`src/rtl/fir_pkg.sv`:
```
// Shared types and helpers for the FIR tap scheduler: FSM state encoding, default widths and
// ring-address arithmetic.
package fir_pkg;

  localparam int unsigned DWIDTH_DEF = 16;
  localparam int unsigned AWIDTH_DEF = 6;

  typedef enum logic [1:0] {
    StIdle,
    StWrite,
    StRead,
    StDrain
  } state_e;

  // Ring-address subtraction: (a - b) mod 2^aw.
  function automatic int unsigned wrap_sub(input int unsigned a, input int unsigned b,
                                           input int unsigned aw);
    return (a - b) & ((32'd1 << aw) - 32'd1);
  endfunction

endpackage

```
`src/rtl/fir_tap_sched_if.sv`:
```
// Bundle between the ADC sample source, the FIR tap scheduler and the ring RAM + MAC datapath.
// master = scheduler side, slave = source/datapath side.
interface fir_tap_sched_if
  import fir_pkg::*;
#(
  parameter int unsigned DWIDTH = DWIDTH_DEF,
  parameter int unsigned AWIDTH = AWIDTH_DEF
);
  logic              smp_vld;
  logic [DWIDTH-1:0] smp_in;
  logic              smp_rdy;
  logic              ovr_clr;
  logic              mem_we;
  logic [AWIDTH-1:0] mem_waddr;
  logic [DWIDTH-1:0] mem_wdata;
  logic              mem_re;
  logic [AWIDTH-1:0] mem_raddr;
  logic [AWIDTH-1:0] coef_addr;
  logic              mac_clr;
  logic              mac_en;
  logic              mac_last;
  logic              drdy;
  logic              busy;
  logic              ovr;

  modport master (
    input  smp_vld, smp_in, ovr_clr,
    output smp_rdy, mem_we, mem_waddr, mem_wdata, mem_re, mem_raddr, coef_addr,
           mac_clr, mac_en, mac_last, drdy, busy, ovr
  );

  modport slave (
    output smp_vld, smp_in, ovr_clr,
    input  smp_rdy, mem_we, mem_waddr, mem_wdata, mem_re, mem_raddr, coef_addr,
           mac_clr, mac_en, mac_last, drdy, busy, ovr
  );
endinterface

```
`src/rtl/fir_ring_ptr.sv`:
```
// Ring bookkeeping for the FIR delay line: write pointer, saturating fill count and the
// next-cycle read address (newest sample minus tap index, modulo ring depth).
module fir_ring_ptr
  import fir_pkg::*;
#(
  parameter int unsigned AWIDTH = AWIDTH_DEF,
  parameter int unsigned NTAPS  = 32
) (
  input  logic              clk,
  input  logic              rst,
  input  logic              wr_step,
  input  logic [AWIDTH-1:0] k_next,
  output logic [AWIDTH-1:0] wptr,
  output logic [AWIDTH:0]   fill,
  output logic [AWIDTH-1:0] raddr_next
);

  localparam logic [AWIDTH:0] FillMax = (AWIDTH + 1)'(NTAPS);

  logic [AWIDTH-1:0] wptr_q, wptr_d, base_q, base_d;
  logic [AWIDTH:0]   fill_q, fill_d;

  always_comb begin
    wptr_d = wptr_q;
    base_d = base_q;
    fill_d = fill_q;
    if (wr_step) begin
      base_d = wptr_q;
      wptr_d = wptr_q + 1'b1;
      fill_d = (fill_q < FillMax) ? fill_q + 1'b1 : fill_q;
    end
  end

  // Uses base_d so the first read address is ready in the same cycle the write completes.
  assign raddr_next = AWIDTH'(wrap_sub(32'(base_d), 32'(k_next), AWIDTH));
  assign wptr       = wptr_q;
  assign fill       = fill_q;

  always_ff @(posedge clk or posedge rst) begin
    if (rst) begin
      wptr_q <= '0;
      base_q <= '0;
      fill_q <= '0;
    end else begin
      wptr_q <= wptr_d;
      base_q <= base_d;
      fill_q <= fill_d;
    end
  end

endmodule

```
`src/rtl/fir_tap_sched.sv`:
```
// FIR tap scheduler: writes each sample into the ring RAM, walks NTAPS taps backwards and
// strobes the MAC. Define FIR_SCHED_SKID_EN to hold one sample arriving while busy.
module fir_tap_sched
  import fir_pkg::*;
#(
  parameter int unsigned DWIDTH  = DWIDTH_DEF,
  parameter int unsigned AWIDTH  = AWIDTH_DEF,
  parameter int unsigned NTAPS   = 32,
  parameter int unsigned MAC_LAT = 2
) (
  input logic             clk,
  input logic             rst,
  fir_tap_sched_if.master bus
);

  localparam int unsigned     DcntW = (MAC_LAT > 1) ? $clog2(MAC_LAT) : 1;
  localparam logic [AWIDTH-1:0] KLast = AWIDTH'(NTAPS - 1);
  localparam logic [DcntW-1:0]  DLast = DcntW'(MAC_LAT - 1);

  state_e             state_q, state_d;
  logic [AWIDTH-1:0]  k_q, k_d;
  logic [DcntW-1:0]   dcnt_q, dcnt_d;
  logic               ovr_q, ovr_d, drop;
  logic [DWIDTH-1:0]  wdata_d;
  logic [AWIDTH-1:0]  wptr, raddr_next;
  logic [AWIDTH:0]    fill;
  logic               rd, smp_rdy_d;
`ifdef FIR_SCHED_SKID_EN
  logic               skid_full_q, skid_full_d;
  logic [DWIDTH-1:0]  skid_q, skid_d;
`endif

  logic               mem_we_q, mem_re_q, mac_clr_q, mac_en_q, mac_last_q;
  logic               drdy_q, busy_q, smp_rdy_q;
  logic [AWIDTH-1:0]  mem_waddr_q, mem_raddr_q, coef_addr_q;
  logic [DWIDTH-1:0]  mem_wdata_q;

  fir_ring_ptr #(
    .AWIDTH (AWIDTH),
    .NTAPS  (NTAPS)
  ) u_ring_ptr (
    .clk        (clk),
    .rst        (rst),
    .wr_step    (state_q == StWrite),
    .k_next     (k_d),
    .wptr       (wptr),
    .fill       (fill),
    .raddr_next (raddr_next)
  );

  always_comb begin
    state_d = state_q;
    k_d     = k_q;
    dcnt_d  = dcnt_q;
    wdata_d = '0;
    drop    = 1'b0;
`ifdef FIR_SCHED_SKID_EN
    skid_full_d = skid_full_q;
    skid_d      = skid_q;
`endif
    unique case (state_q)
      StIdle: begin
`ifdef FIR_SCHED_SKID_EN
        if (skid_full_q) begin
          state_d     = StWrite;
          wdata_d     = skid_q;
          skid_full_d = 1'b0;
        end
`endif
        if (state_d == StIdle && bus.smp_vld) begin
          state_d = StWrite;
          wdata_d = bus.smp_in;
        end
      end
      StWrite: begin
        state_d = StRead;
        k_d     = '0;
      end
      StRead: begin
        if (k_q == KLast) begin
          state_d = StDrain;
          dcnt_d  = '0;
        end else begin
          k_d = k_q + 1'b1;
        end
      end
      StDrain: begin
        if (dcnt_q == DLast) state_d = StIdle;
        else                 dcnt_d  = dcnt_q + 1'b1;
      end
      default: state_d = StIdle;
    endcase

`ifdef FIR_SCHED_SKID_EN
    // Samples not taken straight from IDLE park in the skid; IDLE frees the skid the same cycle.
    if (bus.smp_vld && (state_q != StIdle || skid_full_q)) begin
      if (!skid_full_q || state_q == StIdle) begin
        skid_full_d = 1'b1;
        skid_d      = bus.smp_in;
      end else begin
        drop = 1'b1;
      end
    end
    smp_rdy_d = !skid_full_d;
`else
    drop      = bus.smp_vld && (state_q != StIdle);
    smp_rdy_d = (state_d == StIdle);
`endif
    // A drop in the same cycle as a clear wins.
    ovr_d = drop | (ovr_q & ~bus.ovr_clr);
  end

  assign rd = (state_q == StRead);

  always_ff @(posedge clk or posedge rst) begin
    if (rst) begin
      state_q     <= StIdle;
      k_q         <= '0;
      dcnt_q      <= '0;
      ovr_q       <= 1'b0;
      mem_we_q    <= 1'b0;
      mem_waddr_q <= '0;
      mem_wdata_q <= '0;
      mem_re_q    <= 1'b0;
      mem_raddr_q <= '0;
      coef_addr_q <= '0;
      mac_clr_q   <= 1'b0;
      mac_en_q    <= 1'b0;
      mac_last_q  <= 1'b0;
      drdy_q      <= 1'b0;
      busy_q      <= 1'b0;
      smp_rdy_q   <= 1'b1;
    end else begin
      state_q     <= state_d;
      k_q         <= k_d;
      dcnt_q      <= dcnt_d;
      ovr_q       <= ovr_d;
      mem_we_q    <= (state_d == StWrite);
      mem_waddr_q <= (state_d == StWrite) ? wptr : '0;
      mem_wdata_q <= wdata_d;
      mem_re_q    <= (state_d == StRead);
      mem_raddr_q <= (state_d == StRead) ? raddr_next : '0;
      // Tap strobes follow the read slot by one cycle to match the RAM latency.
      coef_addr_q <= rd ? k_q : '0;
      mac_clr_q   <= rd && (k_q == '0);
      mac_en_q    <= rd && ({1'b0, k_q} < fill);
      mac_last_q  <= rd && (k_q == KLast);
      drdy_q      <= (state_q == StDrain) && (state_d == StIdle);
      busy_q      <= (state_d != StIdle);
      smp_rdy_q   <= smp_rdy_d;
    end
  end

`ifdef FIR_SCHED_SKID_EN
  always_ff @(posedge clk or posedge rst) begin
    if (rst) begin
      skid_full_q <= 1'b0;
      skid_q      <= '0;
    end else begin
      skid_full_q <= skid_full_d;
      skid_q      <= skid_d;
    end
  end
`endif

  assign bus.smp_rdy   = smp_rdy_q;
  assign bus.mem_we    = mem_we_q;
  assign bus.mem_waddr = mem_waddr_q;
  assign bus.mem_wdata = mem_wdata_q;
  assign bus.mem_re    = mem_re_q;
  assign bus.mem_raddr = mem_raddr_q;
  assign bus.coef_addr = coef_addr_q;
  assign bus.mac_clr   = mac_clr_q;
  assign bus.mac_en    = mac_en_q;
  assign bus.mac_last  = mac_last_q;
  assign bus.drdy      = drdy_q;
  assign bus.busy      = busy_q;
  assign bus.ovr       = ovr_q;

endmodule

```
`src/flat_wrapper.sv`:
```
// flat-port wrapper written by rule: the top's interface ports become plain ports
module fir_tap_sched_flat import fir_pkg::*;
#(
  parameter int unsigned DWIDTH  = DWIDTH_DEF,
  parameter int unsigned AWIDTH  = AWIDTH_DEF,
  parameter int unsigned NTAPS   = 32,
  parameter int unsigned MAC_LAT = 2
)
  (clk, rst, bus_smp_vld, bus_smp_in, bus_ovr_clr, bus_smp_rdy, bus_mem_we, bus_mem_waddr, bus_mem_wdata, bus_mem_re, bus_mem_raddr, bus_coef_addr, bus_mac_clr, bus_mac_en, bus_mac_last, bus_drdy, bus_busy, bus_ovr);
  fir_tap_sched_if #(.DWIDTH(DWIDTH), .AWIDTH(AWIDTH)) bus_i ();
  input logic clk;
  input logic rst;
  input wire logic [$bits(bus_i.smp_vld)-1:0] bus_smp_vld;
  input wire logic [$bits(bus_i.smp_in)-1:0] bus_smp_in;
  input wire logic [$bits(bus_i.ovr_clr)-1:0] bus_ovr_clr;
  output wire logic [$bits(bus_i.smp_rdy)-1:0] bus_smp_rdy;
  output wire logic [$bits(bus_i.mem_we)-1:0] bus_mem_we;
  output wire logic [$bits(bus_i.mem_waddr)-1:0] bus_mem_waddr;
  output wire logic [$bits(bus_i.mem_wdata)-1:0] bus_mem_wdata;
  output wire logic [$bits(bus_i.mem_re)-1:0] bus_mem_re;
  output wire logic [$bits(bus_i.mem_raddr)-1:0] bus_mem_raddr;
  output wire logic [$bits(bus_i.coef_addr)-1:0] bus_coef_addr;
  output wire logic [$bits(bus_i.mac_clr)-1:0] bus_mac_clr;
  output wire logic [$bits(bus_i.mac_en)-1:0] bus_mac_en;
  output wire logic [$bits(bus_i.mac_last)-1:0] bus_mac_last;
  output wire logic [$bits(bus_i.drdy)-1:0] bus_drdy;
  output wire logic [$bits(bus_i.busy)-1:0] bus_busy;
  output wire logic [$bits(bus_i.ovr)-1:0] bus_ovr;
  assign bus_i.smp_vld = bus_smp_vld;
  assign bus_i.smp_in = bus_smp_in;
  assign bus_i.ovr_clr = bus_ovr_clr;
  assign bus_smp_rdy = bus_i.smp_rdy;
  assign bus_mem_we = bus_i.mem_we;
  assign bus_mem_waddr = bus_i.mem_waddr;
  assign bus_mem_wdata = bus_i.mem_wdata;
  assign bus_mem_re = bus_i.mem_re;
  assign bus_mem_raddr = bus_i.mem_raddr;
  assign bus_coef_addr = bus_i.coef_addr;
  assign bus_mac_clr = bus_i.mac_clr;
  assign bus_mac_en = bus_i.mac_en;
  assign bus_mac_last = bus_i.mac_last;
  assign bus_drdy = bus_i.drdy;
  assign bus_busy = bus_i.busy;
  assign bus_ovr = bus_i.ovr;
  fir_tap_sched #(.DWIDTH(DWIDTH), .AWIDTH(AWIDTH), .NTAPS(NTAPS), .MAC_LAT(MAC_LAT)) u_core (.clk(clk), .rst(rst), .bus(bus_i));
endmodule
```
`config.mk`:
```
export PLATFORM = sky130hd
export DESIGN_NAME = fir_tap_sched_flat
export DESIGN_NICKNAME = d
export VERILOG_FILES = /design/src/rtl/fir_pkg.sv /design/src/rtl/fir_tap_sched_if.sv /design/src/rtl/fir_ring_ptr.sv /design/src/rtl/fir_tap_sched.sv /design/src/flat_wrapper.sv
export SDC_FILE = /design/constraint.sdc
export NUM_CORES = 1
export LEC_CHECK = 0
export CORE_MARGIN = 2
export CORE_UTILIZATION = 51
export DETAILED_ROUTE_END_ITERATION = 10
export PLACE_DENSITY = 0.8
export SYNTH_ARGS = -nofsm -noshare
export SYNTH_HDL_FRONTEND = slang
export SYNTH_HIERARCHICAL = 1
export SYNTH_SLANG_ARGS = --single-unit
```
`constraint.sdc`:
```
create_clock -name clk -period 3.6 [get_ports clk]
set_input_delay 0.54 -clock clk [delete_from_list [all_inputs] [get_ports clk]]
set_output_delay 0.54 -clock clk [all_outputs]
set_load 0.02 [all_outputs]
```
==> results.yml, run 1 <==
sta:
  fmax_mhz: 316.6
  worst_slack_ns: 0.4416
  rsz0062_at_grt: "no"
  setup_viol: 0
  fin_skew_ns: 0.008143
  setup_tns_ns: 0
  holdWs_ns: 0.4830
  slew_headroom_pct: 29.65
  final-hold-violation-count: 0
  fin_crit_sh_pct: 87.73
  worst_pin_slew_ns: 1.054
  min_period_ns: 3.158
  report.final.slew_viol_count: 0
routing:
  via_per_inst: 5.183
  wl_per_cell_um: 14.97
  drc: 0
  first_iter_violations: 132
  ant_nets: 0
  routed_wl_um: 5975
  first_pass_iters: 6
  vias: 2068
floorplan:
  num_rows: 28
  coreArea_sq_mm: 0.005886
  die_w_um: 81.61
  die_y_um: 81.61
  die_area_sq_mm: 0.006659
  start_util_pct: 52.19
  io_pins: 63
setup_path:
  critPathMaxFanout: 15
  cp-end-kind: "flop"
  required_ns: 3.83
  worstSetupStartpointType: "flop"
  critPathKind: "reg2reg"
  cp.arrival_ns: 3.39
clocking:
  htree_levels: 3
  postCtsResizedCells: 0
  cts_tree: "built"
  clock_sinks: 71
  cts_buffers: 9
  cts_hold_buffers: 0
  cts_max_path_buffers: 2
  post-cts-setup-buffer-count: 0
  cts_root_buf: "clkbuf_8"
  clk_pin_slew_ns: 0.07
  clock_latency_ns: 0.34
global_route:
  first_global_vias: 2018
  grt_max_degree: 53
  grt-ovfl-total: 0
  antenna_found_initial: 0
  grt_pass1_wl_um: 9867
  grt_use_total_pct: 20.27
yosys:
  synth_most_common_cell: "dfrtp_1"
  yosysUniqueCellTypes: 39
  synth_edf_count: 0
  synth_seq_cells: 71
  ys_dominant_reg_cell: "dfrtp_1"
  syn_nets: 292
  synth_area_sq_mm: 0.003072
  ys_async_sr_fraction_pct: 100.0
  synth_cells: 252
  ys_warn_count: 6
  syn_area_per_cell_sq_um: 12.19
  synth_commonest_cells: "dfrtp_1, inv_1, and2_1, and3_1, ha_1"
  yosysTopAreaCell: "dfrtp_1"
  yosysTopAreaCellShare_pct: 57.03
  synth_area_leaders: "dfrtp_1, ha_1, and2_1"
  ys_seq_area_share_pct: 57.88
final_layout:
  area_growth_pct: 29.98
  n_antenna_cell: 0
  final_layout_size_suffix_gt1_share_pct: 8.951
  nNetsFinal: 359
placed_design:
  hpwl_um: 4107
  post-place-ws_ns: 0.4982
  gp_congestion: 0.8947
  port_buffers: 62
pwr:
  leakagePower_nw: 1.948
  peakVddDrop_mv: 0.4108
  powerDensity_mw_per_mm2: 762.3
run_status:
  outcome: "complete, no violations"
run:
  maxCapViolations: 0
worst_hold_path:
  hold_path_class: "reg2reg"
[sequential cells by signal (all words and copies together), names as in the netlist, 2 cells and up]
register / count
u_core/bus.coef_addr: 6
u_core/k_q: 6
u_core/u_ring_ptr/base_q: 6
u_core/bus.mem_wdata: 16
u_core/bus.mem_raddr: 6
u_core/u_ring_ptr/fill: 7
u_core/u_ring_ptr/wptr: 6
u_core/state_q: 2
u_core/bus.mem_waddr: 6
[logic make-up after synthesis]
kind of cell	count (synthesis)	share of synthesized area, %
flops	71	57.88
compound gates	32	7.007
fa+ha+maj	20	8.391
buf+inv	31	4.155
simple gates	75	14.83
mux	10	3.585
xor+xnor	13	4.155
[through the flow]
stage | utilization, % | instance area, sq um | total power, mW | std cells
2_1_floorplan | - | 3072 | 1.891 | 252
3_3_place_gp | 63.82 | 3756 | 2.254 | 383
3_5_place_dp | 63.82 | 3756 | 2.289 | 383
4_1_cts | 67.84 | 3993 | 3.071 | 399
5_1_grt | 67.84 | 3993 | 3.256 | 399
6_report | 67.84 | 3993 | 3.043 | 399
[critical path, stage by stage, from the launching register on]
cell      delay, ns
dfrtp_1        0.40
inv_1          0.18
ha_1           0.44
nand2b_1       0.25
o21ai_0        0.34
a22o_1         0.23
inv_1          0.08
ha_1           0.29
nor2b_1        0.13
o21ai_0        0.23
o21ai_0        0.17
xnor3_1        0.19
and2_1         0.14
[cell type report]
| type | count | area [sq um] |
|---|---|---|
| fillers | 457 | 1893 |
| flip-flops and latches | 71 | 1778 |
| multi-input cells | 150 | 1166 |
| repair buffers | 63 | 628.1 |
| clock buffers | 10 | 127.6 |
| clock inverters | 6 | 108.9 |
| well taps | 75 | 93.84 |
| inverters | 24 | 90.09 |
[cell usage in the layout, fill, tap and decap left out, types with 7 or more instances in the layout]
cell type,count
a21oi_1,12
and2_1,20
clkdlybuf4s50_1,62
dfrtp_1,70
nand2_1,11
nor2_1,7
ha_1,19
clkbuf_8,9
o21ai_0,9
mux2_2,8
and3_1,20
inv_1,23
xnor2_1,9
[worst paths after layout]
| path | to | from | slack (ns) | depth (start not counted) |
|---|---|---|---|---|
| worst max register to register | u_core/bus.mem_raddr[5] | u_core/state_q[0] | 0.44 | 12 |
| worst max-delay path | u_core/bus.mem_raddr[5] | u_core/state_q[0] | 0.44 | 12 |
| worst min register to register | u_core/u_ring_ptr/fill[6] | u_core/u_ring_ptr/fill[6] | 0.48 | 0 |
| max in group asynchronous | u_core/bus.coef_addr[2] | rst | 2.14 | 2 |
| min in group asynchronous | u_core/u_ring_ptr/fill[6] | rst | 0.67 | 2 |
| worst min-delay path | u_core/u_ring_ptr/fill[6] | u_core/u_ring_ptr/fill[6] | 0.48 | 0 |
[metal layers]
| layer | vias to the layer above | wire length (um) | global-route usage (%) |
|---|---|---|---|
| met5 | - | 0 | 0 |
| li1 | 975 | - | - |
| met4 | 0 | 123 | 8.833 |
| met3 | 10 | 438 | 7.582 |
| met1 | 1008 | 2522 | 24.49 |
| met2 | 75 | 2891 | 32.62 |
[where the power goes]
part | total [mW] | internal (mW) | switching [mW] | leakage [nW]
combinational | 1.19 | 0.557 | 0.635 | 0.882
sequential | 1.11 | 0.991 | 0.114 | 0.946
clock | 0.746 | 0.459 | 0.286 | 0.120
Power figures use the tool's default switching activity.
==> run 2, diff against run 1 <==
--- a/config.mk
+++ b/config.mk
@@ -6,9 +6,11 @@
 export NUM_CORES = 1
 export LEC_CHECK = 0
 export CORE_MARGIN = 2
-export CORE_UTILIZATION = 51
+export CORE_UTILIZATION = 55
+export CTS_CLUSTER_SIZE = 30
 export DETAILED_ROUTE_END_ITERATION = 10
-export PLACE_DENSITY = 0.8
+export DONT_BUFFER_PORTS = 1
+export PLACE_DENSITY = 0.81
 export SYNTH_ARGS = -nofsm -noshare
 export SYNTH_HDL_FRONTEND = slang
 export SYNTH_HIERARCHICAL = 1
==> run 2 against run 1 <==
Via count shrank 14%. Highest routed layer unchanged. Combinational power fell by 34%. Largest cell class unchanged. First-iteration DRC count fell by 14%.
==> results.yml, run 2 (synthesis results as in run 1) <==
routing:
  ant_nets: 0
  via_per_inst: 5.369
  vias: 1788
  first_iter_violations: 113
  routed_wl_um: 5329
  first_pass_iters: 4
  wl_per_cell_um: 16.00
  drc: 0
pwr:
  switchingPower_uw: 995.5
  switching_share_pct: 36.21
  pwr-share-clk_pct: 25.5
  cellInternalPower_mw: 1.754
  peakVddDrop_mv: 0.4354
  p_comb_share_pct: 28.7
  leakagePower_nw: 1.713
  powerDensity_mw_per_mm2: 821.9
  p_seq_share_pct: 45.8
sta:
  holdWs_ns: 0.2026
  min_period_ns: 3.117
  rsz0062_at_grt: "no"
  report.final.slew_viol_count: 0
  worst_pin_slew_ns: 1.044
  fmax_mhz: 320.8
  final-hold-violation-count: 0
  setup_viol: 0
  slew_headroom_pct: 30.28
  fin_skew_ns: 0.006099
  setup_tns_ns: 0
  fin_crit_sh_pct: 86.59
run:
  maxCapViolations: 0
global_route:
  grt_use_total_pct: 18.59
  grt-ovfl-total: 0
  grt_max_degree: 53
  grt_pass1_wl_um: 8804
  first_global_vias: 1831
  antenna_found_initial: 0
final_layout:
  finalInstanceArea_sq_mm: 0.003346
  final_common_cell: "dfrtp_1"
  largest_register_ff_count: 16
  layout_common_cells: "dfrtp_1, inv_1, and2_1, and3_1, ha_1"
  nNetsFinal: 296
  fin_cells: 333
  n_antenna_cell: 0
  area_growth_pct: 8.921
  final_layout_size_suffix_gt1_share_pct: 11.11
placed_design:
  dpl_cell_area_sq_mm: 0.003124
  dp.cells: 317
  gp_congestion: 0.8347
  hpwl_um: 3651
  port_buffers: 0
floorplan:
  die_y_um: 78.73
  num_rows: 27
  die_area_sq_mm: 0.006198
  coreArea_sq_mm: 0.005439
  start_util_pct: 56.48
  die_w_um: 78.73
  io_pins: 63
setup_path:
  critPathKind: "reg2reg"
  worstSetupStartpointType: "flop"
  cp-end-kind: "flop"
  critPathMaxFanout: 15
  cp.arrival_ns: 3.40
  rrSetupSlack_ns: 0.48
  required_ns: 3.88
clocking:
  clock_latency_ns: 0.34
  clk_pin_slew_ns: 0.07
  clock_sinks: 71
  htree_levels: 3
  postCtsResizedCells: 0
  cts_root_buf: "clkbuf_8"
  cts_tree: "built"
  cts_max_path_buffers: 2
  cts_buffers: 9
  post-cts-setup-buffer-count: 0
  cts_hold_buffers: 0
run_status:
  outcome: "complete, no violations"
worst_hold_path:
  hold_path_class: "in2async"
-- run 2: layout make-up --
cell class	count	area, sq um
flip-flops and latches	71	1778
multi-input cells	150	1166
fillers	419	2093
clock buffers	10	137.6
inverters	24	90.09
clock inverters	6	83.83
well taps	72	90.09
-- run 2: critical path, stage by stage (launching register included) --
cell      delay, ns
dfrtp_1        0.40
inv_1          0.15
ha_1           0.43
nand2b_1       0.24
o21ai_0        0.32
mux2_2         0.24
ha_1           0.17
inv_1          0.06
fa_1           0.40
a21o_1         0.18
a21oi_1        0.19
xnor2_1        0.14
and2_1         0.13
-- run 2: final timing paths --
path                                                start                         to  depth (start not counted)
worst max-delay path                    u_core/state_q[0]    u_core/bus.mem_raddr[4]                         12
worst min-delay path                                  rst  u_core/u_ring_ptr/fill[6]                          1
worst max register to register          u_core/state_q[0]    u_core/bus.mem_raddr[4]                         12
worst min register to register  u_core/u_ring_ptr/fill[6]  u_core/u_ring_ptr/fill[6]                          0
max in group asynchronous                             rst   u_core/bus.mem_wdata[13]                          1
min in group clk                              bus_ovr_clr             u_core/bus.ovr                          1
-- run 2: through the flow --
step | util [%] | setup slack [ns] | power, mW
6_report | 61.51 | 0.4829 | 2.750
5_1_grt | 61.51 | 0.1837 | 2.914
4_1_cts | 61.51 | 0.4840 | 2.777
3_5_place_dp | 57.44 | 0.5357 | 2.057
3_3_place_gp | 57.44 | 0.7124 | 2.029
2_1_floorplan | - | 1.090 | 1.891
-- run 2: per-layer routing --
metal | routed length, um | GRT usage, % | part of all wire (%) | vias to the layer above
li1 | - | - | - | 849
met1 | 2363 | 22.86 | 44 | 867
met2 | 2520 | 30.00 | 47 | 60
met3 | 343 | 6.023 | 6.4 | 12
met4 | 100 | 8.421 | 1.9 | 0
met5 | 0 | 0 | 0 | -
-- run 2: power by group through the flow --
| stage | combinational [mW] | clock [mW] | sequential (mW) |
|---|---|---|---|
| global route | 0.877 | 0.751 | 1.29 |
| global placement | 0.753 | 0 | 1.28 |
| CTS | 0.795 | 0.718 | 1.26 |
| detailed placement | 0.779 | 0 | 1.28 |
| finish | 0.789 | 0.700 | 1.26 |
| floorplan | 0.653 | 0 | 1.24 |
==> run 3, diff against run 2 <==
--- a/config.mk
+++ b/config.mk
@@ -5,6 +5,7 @@
 export SDC_FILE = /design/constraint.sdc
 export NUM_CORES = 1
 export LEC_CHECK = 0
+export CAP_MARGIN = 30
 export CORE_MARGIN = 2
 export CORE_UTILIZATION = 55
 export CTS_CLUSTER_SIZE = 30
==> run 3 against run 2 <==
Wire length down 2.7%. Die area is the same. Critical path depth stayed put. Setup slack better by 0.048 ns. Global-route usage increased by 0.33 points. First-iteration DRC count rose by 33%. Final cell count increased by 0.60%. Via count is 0.39% lower. Worst hold slack about the same. Core utilization down 0.28 points.
==> results.yml, run 3 (synthesis results as in run 1) <==
placed_design:
  port_buffers: 0
  gp_congestion: 0.8347
  hpwl_um: 3670
clocking:
  cts_root_buf: "clkbuf_8"
  cts_tree: "built"
  cts_buffers: 9
  htree_levels: 3
  clock_latency_ns: 0.34
  clk_pin_slew_ns: 0.07
  cts_max_path_buffers: 2
  postCtsResizedCells: 0
  clock_sinks: 71
floorplan:
  die_y_um: 78.73
  die_w_um: 78.73
  die_area_sq_mm: 0.006198
  io_pins: 63
  start_util_pct: 56.48
  num_rows: 27
  coreArea_sq_mm: 0.005439
sta:
  fin_skew_ns: 0.004846
  setup_viol: 0
  holdWs_ns: 0.2021
  final-hold-violation-count: 0
  setup_tns_ns: 0
  report.final.slew_viol_count: 0
  fin_crit_sh_pct: 85.24
  fmax_mhz: 325.9
  rsz0062_at_grt: "no"
  min_period_ns: 3.069
  worst_pin_slew_ns: 0.7283
  slew_headroom_pct: 51.40
routing:
  wl_per_cell_um: 15.48
  routed_wl_um: 5186
  ant_nets: 0
  via_per_inst: 5.316
  vias: 1781
  first_iter_violations: 150
  drc: 0
  first_pass_iters: 4
global_route:
  grt_max_degree: 46
  first_global_vias: 1851
  grt_pass1_wl_um: 8852
  grt_use_total_pct: 18.92
  grt-ovfl-total: 0
  antenna_found_initial: 0
final_layout:
  n_antenna_cell: 0
  area_growth_pct: 8.432
  final_common_cell: "dfrtp_1"
  final_layout_size_suffix_gt1_share_pct: 10.65
  nNetsFinal: 298
  layout_common_cells: "dfrtp_1, inv_1, and2_1, and3_1, ha_1"
  largest_register_ff_count: 16
pwr:
  power_mw: 2.605
  peakVddDrop_mv: 0.3296
  powerDensity_mw_per_mm2: 782.2
  leakagePower_nw: 1.700
setup_path:
  critPathKind: "reg2reg"
  cp-end-kind: "flop"
  crit_chain: "inv_1 > ha_1 > nand2b_1 > o21ai_0 > mux2_2 > ha_1 > inv_1 > fa_1 > a21o_1 > a21oi_1 > xnor2_1 > and2_1"
  cp.arrival_ns: 3.35
  critPathSlowestCell: "ha_1"
  critPathMaxFanout: 15
  worstSetupStartpointType: "flop"
  cp_top_family: "adder cells"
  crit_buf_inv: 2
  max_stage_delay_ns: 0.43
  required_ns: 3.88
worst_hold_path:
  hold_path_class: "in2async"
run:
  maxCapViolations: 0
run_status:
  outcome: "complete, no violations"
==> run 3: cell count changes in the layout (fill, tap and decap cells not counted), sizes merged <==
cell and change:
clkbuf +3, bufinv -2, clkinv -2, buf +1, clkinvlp +1, dlygate4sd3 +1
==> run 3: layout make-up <==
cell class,count,area [sq um]
Clock inverter,3,17.52
Multi-Input combinational cell,150,1166
Inverter,24,90.09
Sequential cell,71,1778
Timing Repair Buffer,2,30.03
Clock buffer,13,158.9
Fill cell,421,2108
Tap cell,72,90.09
==> run 3: routing by layer <==
metal | vias to the layer above | GRT usage [%] | part of all wire, %
li1 | 858 | - | -
met1 | 854 | 23.36 | 43
met2 | 62 | 29.32 | 47
met3 | 7 | 8.409 | 8.2
met4 | 0 | 7.368 | 1.3
met5 | - | 0 | 0
==> run 3: timing repair <==
action | in CTS | in global routing
setup buffers | 0 | 0
hold endpoints to repair | 7 | 0
hold buffers | 1 | 0
==> run 3: worst paths after layout <==
path / start / endpoint / slack, ns / cells after the start
max: u_core/state_q[0] / u_core/bus.mem_raddr[4] / 0.53 / 12
max in group asynchronous: rst / u_core/bus.smp_rdy / 2.51 / 3
min reg2reg: u_core/u_ring_ptr/fill[6] / u_core/u_ring_ptr/fill[6] / 0.49 / 0
max reg2reg: u_core/state_q[0] / u_core/bus.mem_raddr[4] / 0.53 / 12
min in group clk: bus_ovr_clr / u_core/bus.ovr / 0.29 / 1
min: rst / u_core/u_ring_ptr/base_q[0] / 0.20 / 1
==> run 3: stage by stage <==
| stage | worst slack [ns] | utilization (%) | instances | area, sq um |
|---|---|---|---|---|
| 2_1_floorplan | 1.090 | - | 252 | 3072 |
| 3_3_place_gp | 0.7124 | 57.44 | 317 | 3124 |
| 3_5_place_dp | 0.5468 | 57.81 | 318 | 3144 |
| 4_1_cts | 0.5198 | 61.24 | 335 | 3331 |
| 5_1_grt | 0.2642 | 61.24 | 335 | 3331 |
| 6_report | 0.5312 | 61.24 | 335 | 3331 |
==> run 3: power by group <==
group / switching (mW) / total (mW) / internal, mW
Clock: 0.277 / 0.562 / 0.286
Combinational: 0.427 / 0.785 / 0.358
Sequential: 0.265 / 1.26 / 0.993
==> run 3: worst reg2reg max path, delay by kind of cell (launching register included) <==
family,cells,cell delay [ns]
adders and majority gates,3,1.00
muxes,1,0.24
and+or+nand+nor,2,0.36
xor gates and xnor gates,1,0.13
DFF,1,0.40
buffers and inverters,2,0.21
AOI/OAI and AO/OA,3,0.67
